## src/rtl/sr_bank_pkg.sv

```systemverilog
// Shared types and constants for the SR flip-flop bank arbiter.
package sr_bank_pkg;

   typedef enum logic [1:0] {
      IDLE  = 2'd0,
      ISSUE = 2'd1,
      CHECK = 2'd2
   } state_t;

   localparam logic OP_SET   = 1'b1;
   localparam logic OP_RESET = 1'b0;

   localparam int ERR_RANGE    = 0;
   localparam int ERR_MISMATCH = 1;

endpackage

```

## src/rtl/sr_rr_arbiter.sv

```systemverilog
// Round-robin winner search: scans requesters starting at ptr, wrapping modulo NREQ.
module sr_rr_arbiter #(
   parameter int NREQ = 4,
   parameter int PW   = $clog2(NREQ)
) (
   input  logic [PW-1:0]   ptr,
   input  logic [NREQ-1:0] valid,
   output logic [NREQ-1:0] grant,
   output logic [PW-1:0]   win,
   output logic            any
);

   int unsigned k;

   always_comb begin
      grant = '0;
      win   = '0;
      any   = 1'b0;
      k     = 0;
      for (int unsigned i = 0; i < NREQ; i++) begin
         k = (32'(ptr) + i) % NREQ;
         if (!any && valid[k]) begin
            any      = 1'b1;
            grant[k] = 1'b1;
            win      = PW'(k);
         end
      end
   end

endmodule

```

## src/rtl/sr_bank_arbiter.sv

```systemverilog
// Round-robin arbiter turning set/reset commands into single-cycle S or R pulses on an SR bank.
// Optional readback verification enabled by defining SR_BANK_ARBITER_VERIFY_EN.
module sr_bank_arbiter
   import sr_bank_pkg::*;
#(
   parameter int NREQ = 4,
   parameter int NFF  = 8,
   parameter int IDXW = $clog2(NFF)
) (
   input  logic                 clk,
   input  logic                 rst,
   input  logic [NREQ-1:0]      req_valid,
   input  logic [NREQ-1:0]      req_op,
   input  logic [NREQ*IDXW-1:0] req_idx,
   output logic [NREQ-1:0]      req_ready,
   output logic [NFF-1:0]       ff_s,
   output logic [NFF-1:0]       ff_r,
   input  logic [NFF-1:0]       ff_q,
   output logic                 busy,
   output logic                 done,
   output logic [1:0]           err
);

   localparam int PW = $clog2(NREQ);

   state_t          state, state_next;
   logic [PW-1:0]   rr_ptr;
   logic [PW-1:0]   win;
   logic [NREQ-1:0] grant;
   logic            any;
   logic            transfer;
   logic            sel_op;
   logic [IDXW-1:0] sel_idx;
   logic            sel_ok;
   logic [NFF-1:0]  sel_vec;
   logic            range_err;
   logic            mismatch_err;

   sr_rr_arbiter #(
      .NREQ(NREQ),
      .PW  (PW)
   ) u_arb (
      .ptr  (rr_ptr),
      .valid(req_valid),
      .grant(grant),
      .win  (win),
      .any  (any)
   );

   assign transfer = (state == IDLE) && any;
   assign sel_op   = req_op[win];
   assign sel_idx  = req_idx[int'(win)*IDXW +: IDXW];
   assign sel_ok   = int'(sel_idx) < NFF;

   // Out-of-range targets leave the vector empty, so no pulse reaches the bank.
   always_comb begin
      sel_vec = '0;
      if (sel_ok) sel_vec[sel_idx] = 1'b1;
   end

   assign req_ready = (state == IDLE && !rst) ? grant : '0;
   assign busy      = (state != IDLE);

   always_ff @(posedge clk or posedge rst) begin
      if (rst) state <= IDLE;
      else     state <= state_next;
   end

   always_comb begin
      state_next = state;
      case (state)
         IDLE:  if (transfer) state_next = ISSUE;
`ifdef SR_BANK_ARBITER_VERIFY_EN
         ISSUE: state_next = CHECK;
`else
         ISSUE: state_next = IDLE;
`endif
         CHECK: state_next = IDLE;
         default: state_next = IDLE;
      endcase
   end

   // Pulses are registered at the accept edge so they are high exactly during ISSUE.
   always_ff @(posedge clk or posedge rst) begin
      if (rst) begin
         ff_s      <= '0;
         ff_r      <= '0;
         rr_ptr    <= '0;
         range_err <= 1'b0;
      end else begin
         ff_s <= '0;
         ff_r <= '0;
         if (transfer) begin
            rr_ptr <= (win == PW'(NREQ-1)) ? '0 : win + 1'b1;
            if (sel_op == OP_SET) ff_s <= sel_vec;
            else                  ff_r <= sel_vec;
            if (!sel_ok) range_err <= 1'b1;
         end
      end
   end

`ifdef SR_BANK_ARBITER_VERIFY_EN
   logic            op_q;
   logic [IDXW-1:0] idx_q;
   logic            ok_q;

   always_ff @(posedge clk or posedge rst) begin
      if (rst) begin
         op_q         <= OP_RESET;
         idx_q        <= '0;
         ok_q         <= 1'b0;
         mismatch_err <= 1'b0;
      end else begin
         if (transfer) begin
            op_q  <= sel_op;
            idx_q <= sel_idx;
            ok_q  <= sel_ok;
         end
         if (state == CHECK && ok_q && ff_q[idx_q] != op_q) mismatch_err <= 1'b1;
      end
   end

   assign done = (state == CHECK);
`else
   logic unused_q;
   assign unused_q     = ^ff_q;
   assign mismatch_err = 1'b0;
   assign done         = (state == ISSUE);
`endif

   assign err[ERR_RANGE]    = range_err;
   assign err[ERR_MISMATCH] = mismatch_err;

endmodule

```

## config.mk

```make
export PLATFORM = sky130hd
export DESIGN_NAME = sr_bank_arbiter
export DESIGN_NICKNAME = d
export VERILOG_FILES = /design/src/rtl/sr_bank_pkg.sv /design/src/rtl/sr_rr_arbiter.sv /design/src/rtl/sr_bank_arbiter.sv
export SDC_FILE = /design/constraint.sdc
export NUM_CORES = 1
export LEC_CHECK = 0
export BUFFER_PORTS_ARGS = -buffer_cell sky130_fd_sc_hd__buf_2
export CORE_MARGIN = 4
export CORE_UTILIZATION = 42
export DETAILED_ROUTE_END_ITERATION = 7
export PLACE_DENSITY_LB_ADDON = 0.15
export REMOVE_ABC_BUFFERS = 1
export SETUP_SLACK_MARGIN = 0.1
export SYNTH_ARGS = -nofsm -noshare
export SYNTH_HDL_FRONTEND = slang
export SYNTH_SLANG_ARGS = --single-unit
```

## constraint.sdc

```tcl
create_clock -name clk -period 4.4 [get_ports clk]
set_input_delay 0.22 -clock clk [delete_from_list [all_inputs] [get_ports clk]]
set_output_delay 0.22 -clock clk [all_outputs]
set_load 0.03 [all_outputs]
```

After elaboration in Yosys (flattened, before gate mapping). Cells that the tools add are included. Widths: inputs -> output; s select.

Reductions and logical operators: 16. $mul: 1. Mux-type cells: 40. Add/sub/neg operators: 4. Shift-type cells: 1. Bitwise gates (word level): 3. Equal/unequal tests: 3. Magnitude comparators: 11.

Operators by type and width (count): $mux 8 (4); $mux 4 (5); $lt 2x3->1 const B (5); $mux 1 (14); $mux 2 (7); $or 4x4->4 (3); $shiftx 12x5->3 (1); $bmux 1 s2 (5); $logic_and 1x1->1 (10); $demux 1 s2 (4); $ge 2x1->1 const B (4); $add 2x1->2 const B (2); $add 2x2->2 const B (2); $logic_not 1->1 (4); $lt 3x4->1 const B (1); $mul 2x2->4 const B (1); $demux 1 s3 (1); $ge 3x1->1 const B (1); $eq 2x1->1 const B (1); $eq 2x2->1 const B (1); $logic_not 2->1 (1); $ne 2x2->1 const B (1); $reduce_bool 2->1 (1).

Input bits: 30. Register bits: 20. Output and inout port bits: 24.

Longest topological paths before layout.
Depth after elaboration: 20. Gate-level depth with buffers: 11.

Hierarchy. A second synthesis with hierarchy kept.

Cells, all modules: 115. Area, all modules: 1275.0 µm².

By module, submodules not included: sr_bank_arbiter (cells each 70, seq. area each 475.5 µm², instances 1, area an instance 855.8 µm²); sr_rr_arbiter (cells each 45, seq. area each 0.0 µm², instances 1, area an instance 419.2 µm²).

Worst setup path after synthesis. No wires, ideal clock.

Kind: register to output. From: register rr_ptr[0]. To: output req_ready[0]. Arrival time: 2.670 ns. Path slack: 1.510 ns. Required time: 4.180 ns. Cell stages (with the launch flop): 12. Path buffers: 2. Cells stage by stage: dfrtp_1 buf_6 inv_2 ha_1 buf_6 mux2i_2 mux2i_4 a211oi_2 a22oi_1 nor2_1 a221oi_1 nor3_1.

Cells in the longest elaborated chain, start to end: 13. Elaborated cells on any way between the ends: 48.

RTL lines: start: declaration (RTL line sr_bank_arbiter.sv:27) `logic [PW-1:0] rr_ptr;`; start signal: assignment (RTL line sr_bank_arbiter.sv:94) `rr_ptr <= (win == PW'(NREQ-1)) ? '0 : win + 1'b1;`; branches (longest 11 deep; another with $lt 2x3->1); $mux 4 (*) (RTL line sr_rr_arbiter.sv:22) `if (!any && valid[k]) begin`; $mux 4 (*) (RTL line sr_bank_arbiter.sv:61) `assign req_ready = (state == IDLE && !rst) ? grant : '0;`; end: declaration (RTL line sr_bank_arbiter.sv:15) `output logic [NREQ-1:0] req_ready,`.

Mark *: on every way between the ends. The select of a mux whose other input is x is not followed.

Final worst setup path.
From: register rr_ptr[0]. To: output req_ready[3].

The elaborated chain is that of the path after synthesis.

==> metrics.json <==
{
  "sta": {
    "final.setup.tns_ps": 0,
    "final_max_slew_viol_count": 0,
    "layout_setup_ws_ps": 724,
    "fmax_mhz": 272,
    "max_slew_margin_pct": 53.1,
    "post-route-min-period_ps": 3680,
    "tightest_slew_ps": 703,
    "number_of_hold_violations_in_the_final_report": 0,
    "clock_skew_ps": 4.62,
    "grt_setup_unrepaired": "no",
    "final_min_period_over_clock_period_pct": 83.5,
    "finalSetupViolations": 0
  },
  "cts": {
    "post_cts_setup_buffer_count": 0,
    "h_tree_level_count": 1,
    "clock_tree.buffer_depth": 2,
    "clock_input_transition_at_the_sequential_cells_of_the_worst_setup_and_hold_paths_ps": 100,
    "cts_sinks": 19,
    "cts_tree": "built",
    "cts_buf_count": 3,
    "clk_root_buffer_cell": "sky130_fd_sc_hd__clkbuf_4",
    "worst_skew_pair_latency_ps": 290,
    "post_cts_hold_buffer_count": 0,
    "ctsResizeCount": 0
  },
  "finish": {
    "final_core_utilization_pct": 50.3,
    "most_common_cell_after_layout_fill_and_taps_aside": "sky130_fd_sc_hd__buf_2",
    "num-fill-cells": 346,
    "post_route_cells_drive_above_1_share_pct": 38.5,
    "final_design_area_no_fill_um2": 1690,
    "syn_to_final_growth_pct": 15.2,
    "most-common-layout-cells": "sky130_fd_sc_hd__buf_2, sky130_fd_sc_hd__nor2_1, sky130_fd_sc_hd__dfrtp_1, sky130_fd_sc_hd__mux2i_1, sky130_fd_sc_hd__ha_1",
    "antenna-diode-count": 0,
    "finish.net_count": 220
  },
  "worst_hold_path": {
    "hold_path.class": "input port to async pin"
  },
  "worst_setup_path": {
    "rr_endpoint": "ff_r[4]",
    "worst_r2r_startpoint": "rr_ptr[0]",
    "cp-start-kind": "flip-flop",
    "rr_worst_depth": 9,
    "timing.setup.critical_path_class": "flip-flop to output pin",
    "critPathCaptureType": "output pin",
    "arrival_ps": 3460,
    "reg2reg_setup_slack_ps": 1110,
    "cp_slowest_stage_delay_ps": 810,
    "worstPathMaxFanout": 19,
    "timing.critical_path.slowest_stage_cell": "sky130_fd_sc_hd__dfrtp_1",
    "cp_cell_sequence": "inv_2 > ha_1 > mux2i_2 > mux2i_4 > a211oi_2 > a22oi_1 > nor2_1 > a221oi_1 > nor3_1 > buf_2",
    "required_ps": 4180
  },
  "job": {
    "drv.max_cap_violation_count": 0
  },
  "logic_synthesis": {
    "synth_ff_type": "sky130_fd_sc_hd__dfrtp_1",
    "ys_warn_count": 0,
    "ys_seq_elements": 19,
    "synthesis.area_um2": 1470,
    "synthArstFlopShare_pct": 100,
    "syn_area_per_cell_um2": 10.1,
    "synth_enable_flop_cells": 0,
    "synth.yosys.seq_area_share_pct": 32.4,
    "synthDistinctLibCells": 41,
    "synth_cells": 145
  },
  "grt": {
    "grt_first_pass_wirelength_um": 4660,
    "first_global_vias": 1070,
    "grt_antenna_before_repair": 0,
    "largest_net_degree_at_the_start_of_global_routing": 20,
    "global_route.usage.total_pct": 13.0,
    "overflow": 0
  },
  "die": {
    "fp.dieW_um": 67.1,
    "floorplan.rows": 21,
    "i_o_pin_cnt": 54,
    "design.die.area_um2": 4500,
    "floorplan.core_area_um2": 3360,
    "initial_core_util_pct": 43.6,
    "die_height_um": 67.1
  },
  "placed_design": {
    "placed_area_um2": 1660,
    "place_hpwl_um": 2220,
    "place.port_buffers": 43,
    "placement.setup.worst_slack_ps": 1080,
    "routabilityCongestion": 0.840
  },
  "detailed_routing": {
    "detail_route.first_pass.iterations": 4,
    "initialDrtViolationCount": 56,
    "wl_per_cell_um": 12.2,
    "remaining_drc_errors": 0,
    "vias": 1143,
    "routed_wirelength_um": 2770,
    "postRouteAntennaNets": 0,
    "vias_per_cell": 5.01
  },
  "power_and_ir_drop": {
    "power_density_nw_per_um2": 716,
    "leakagePower_nw": 0.877,
    "vdd_drop_max_v": 0.000279
  },
  "outcome": {
    "outcome": "completed"
  }
}
where the power goes:
group          switching [mW]  internal [mW]
combinational           0.498          0.357
clock                  0.0491         0.0337
sequential             0.0582          0.215
total                   0.605          0.606
flip-flops by register name, indices dropped and copies added, names as in the netlist:
signal	count
ff_r	8
ff_s	8
rr_ptr	2
state	1
cell families (layout without fill, tap and decap cells):
logic type	Yosys count	after routing	synth area share, %
AND/OR/NAND/NOR	52	52	18.8
AO/OA/AOI/OAI	25	25	15.3
multiplexers	21	21	18.8
flip-flops	19	19	32.4
buffers and inverters	18	54	7.33
adder cells (fa/ha/maj)	7	7	5.97
XOR/XNOR	2	2	1.19
other	1	2	0.256
final cells by class:
class	count	area, um2	share of cell area [%]
timing repair buffer	43	215	12.7
clock buffer	3	22.5	1.33
multi-input combinational	109	888	52.6
tap	46	57.6	3.40
clock inverter	1	5.00	0.296
inverter	7	26.3	1.55
sequential	19	475	28.1
worst max-delay path: cells and delay by family, from the launching register on:
kind            cells  cell delay [ps]
mux                 2              540
flops               1              810
simple gates        2              290
compound gates      3              570
buf+inv             2              420
fa+ha+maj           1              540
per-layer routing:
metal  global-route usage [%]  part of all wire [%]  vias up
met2                     22.9                    45       34
met4                     1.77                  0.65        0
met5                        0                     0        -
li1                         -                     -      577
met1                     16.6                    48      530
met3                     2.70                   5.6        2
cell usage after synthesis (2+ instances only):
cell type / count / area, um2
sky130_fd_sc_hd__a211oi_2: 2 / 25.0
sky130_fd_sc_hd__a21oi_1: 4 / 20.0
sky130_fd_sc_hd__a21oi_2: 2 / 17.5
sky130_fd_sc_hd__a221oi_1: 4 / 35.0
sky130_fd_sc_hd__a22oi_1: 4 / 30.0
sky130_fd_sc_hd__a31oi_1: 2 / 12.5
sky130_fd_sc_hd__and3b_1: 2 / 17.5
sky130_fd_sc_hd__buf_2: 4 / 20.0
sky130_fd_sc_hd__buf_4: 3 / 22.5
sky130_fd_sc_hd__buf_6: 3 / 33.8
sky130_fd_sc_hd__dfrtp_1: 19 / 475
sky130_fd_sc_hd__ha_1: 7 / 87.6
sky130_fd_sc_hd__inv_1: 6 / 22.5
sky130_fd_sc_hd__mux2_2: 2 / 22.5
sky130_fd_sc_hd__mux2i_1: 11 / 110
sky130_fd_sc_hd__mux2i_2: 2 / 27.5
sky130_fd_sc_hd__mux2i_4: 2 / 45.0
sky130_fd_sc_hd__mux4_2: 2 / 45.0
sky130_fd_sc_hd__nand2_1: 4 / 15.0
sky130_fd_sc_hd__nand2b_1: 2 / 12.5
sky130_fd_sc_hd__nand3_2: 2 / 20.0
sky130_fd_sc_hd__nand3b_4: 2 / 40.0
sky130_fd_sc_hd__nor2_1: 31 / 116
sky130_fd_sc_hd__nor3_1: 5 / 25.0
sky130_fd_sc_hd__o21ai_0: 2 / 10.0
through the flow:
step / hold WS (ps) / cells / total power, mW
after detailed placement: 385 / 224 / 1.14
after global placement: 372 / 224 / 1.12
after CTS: 69.7 / 228 / 1.22
after floorplan: 171 / 135 / 0.975
final: 45.9 / 228 / 1.21
after global routing: 101 / 228 / 1.32
worst max-delay path by stage:
stage | start | end | slack, ps | cells after the start
detailed placement | rr_ptr[0] | req_ready[1] | 1080 | 10
global route | rr_ptr[0] | req_ready[3] | 440 | 10
CTS | rr_ptr[0] | req_ready[1] | 760 | 10
floorplan | rr_ptr[0] | req_ready[0] | 1190 | 9
global placement | rr_ptr[0] | ff_r[1] | 1190 | 8
finish | rr_ptr[0] | req_ready[3] | 720 | 10
No activity file was read; power rests on OpenSTA's default activity.
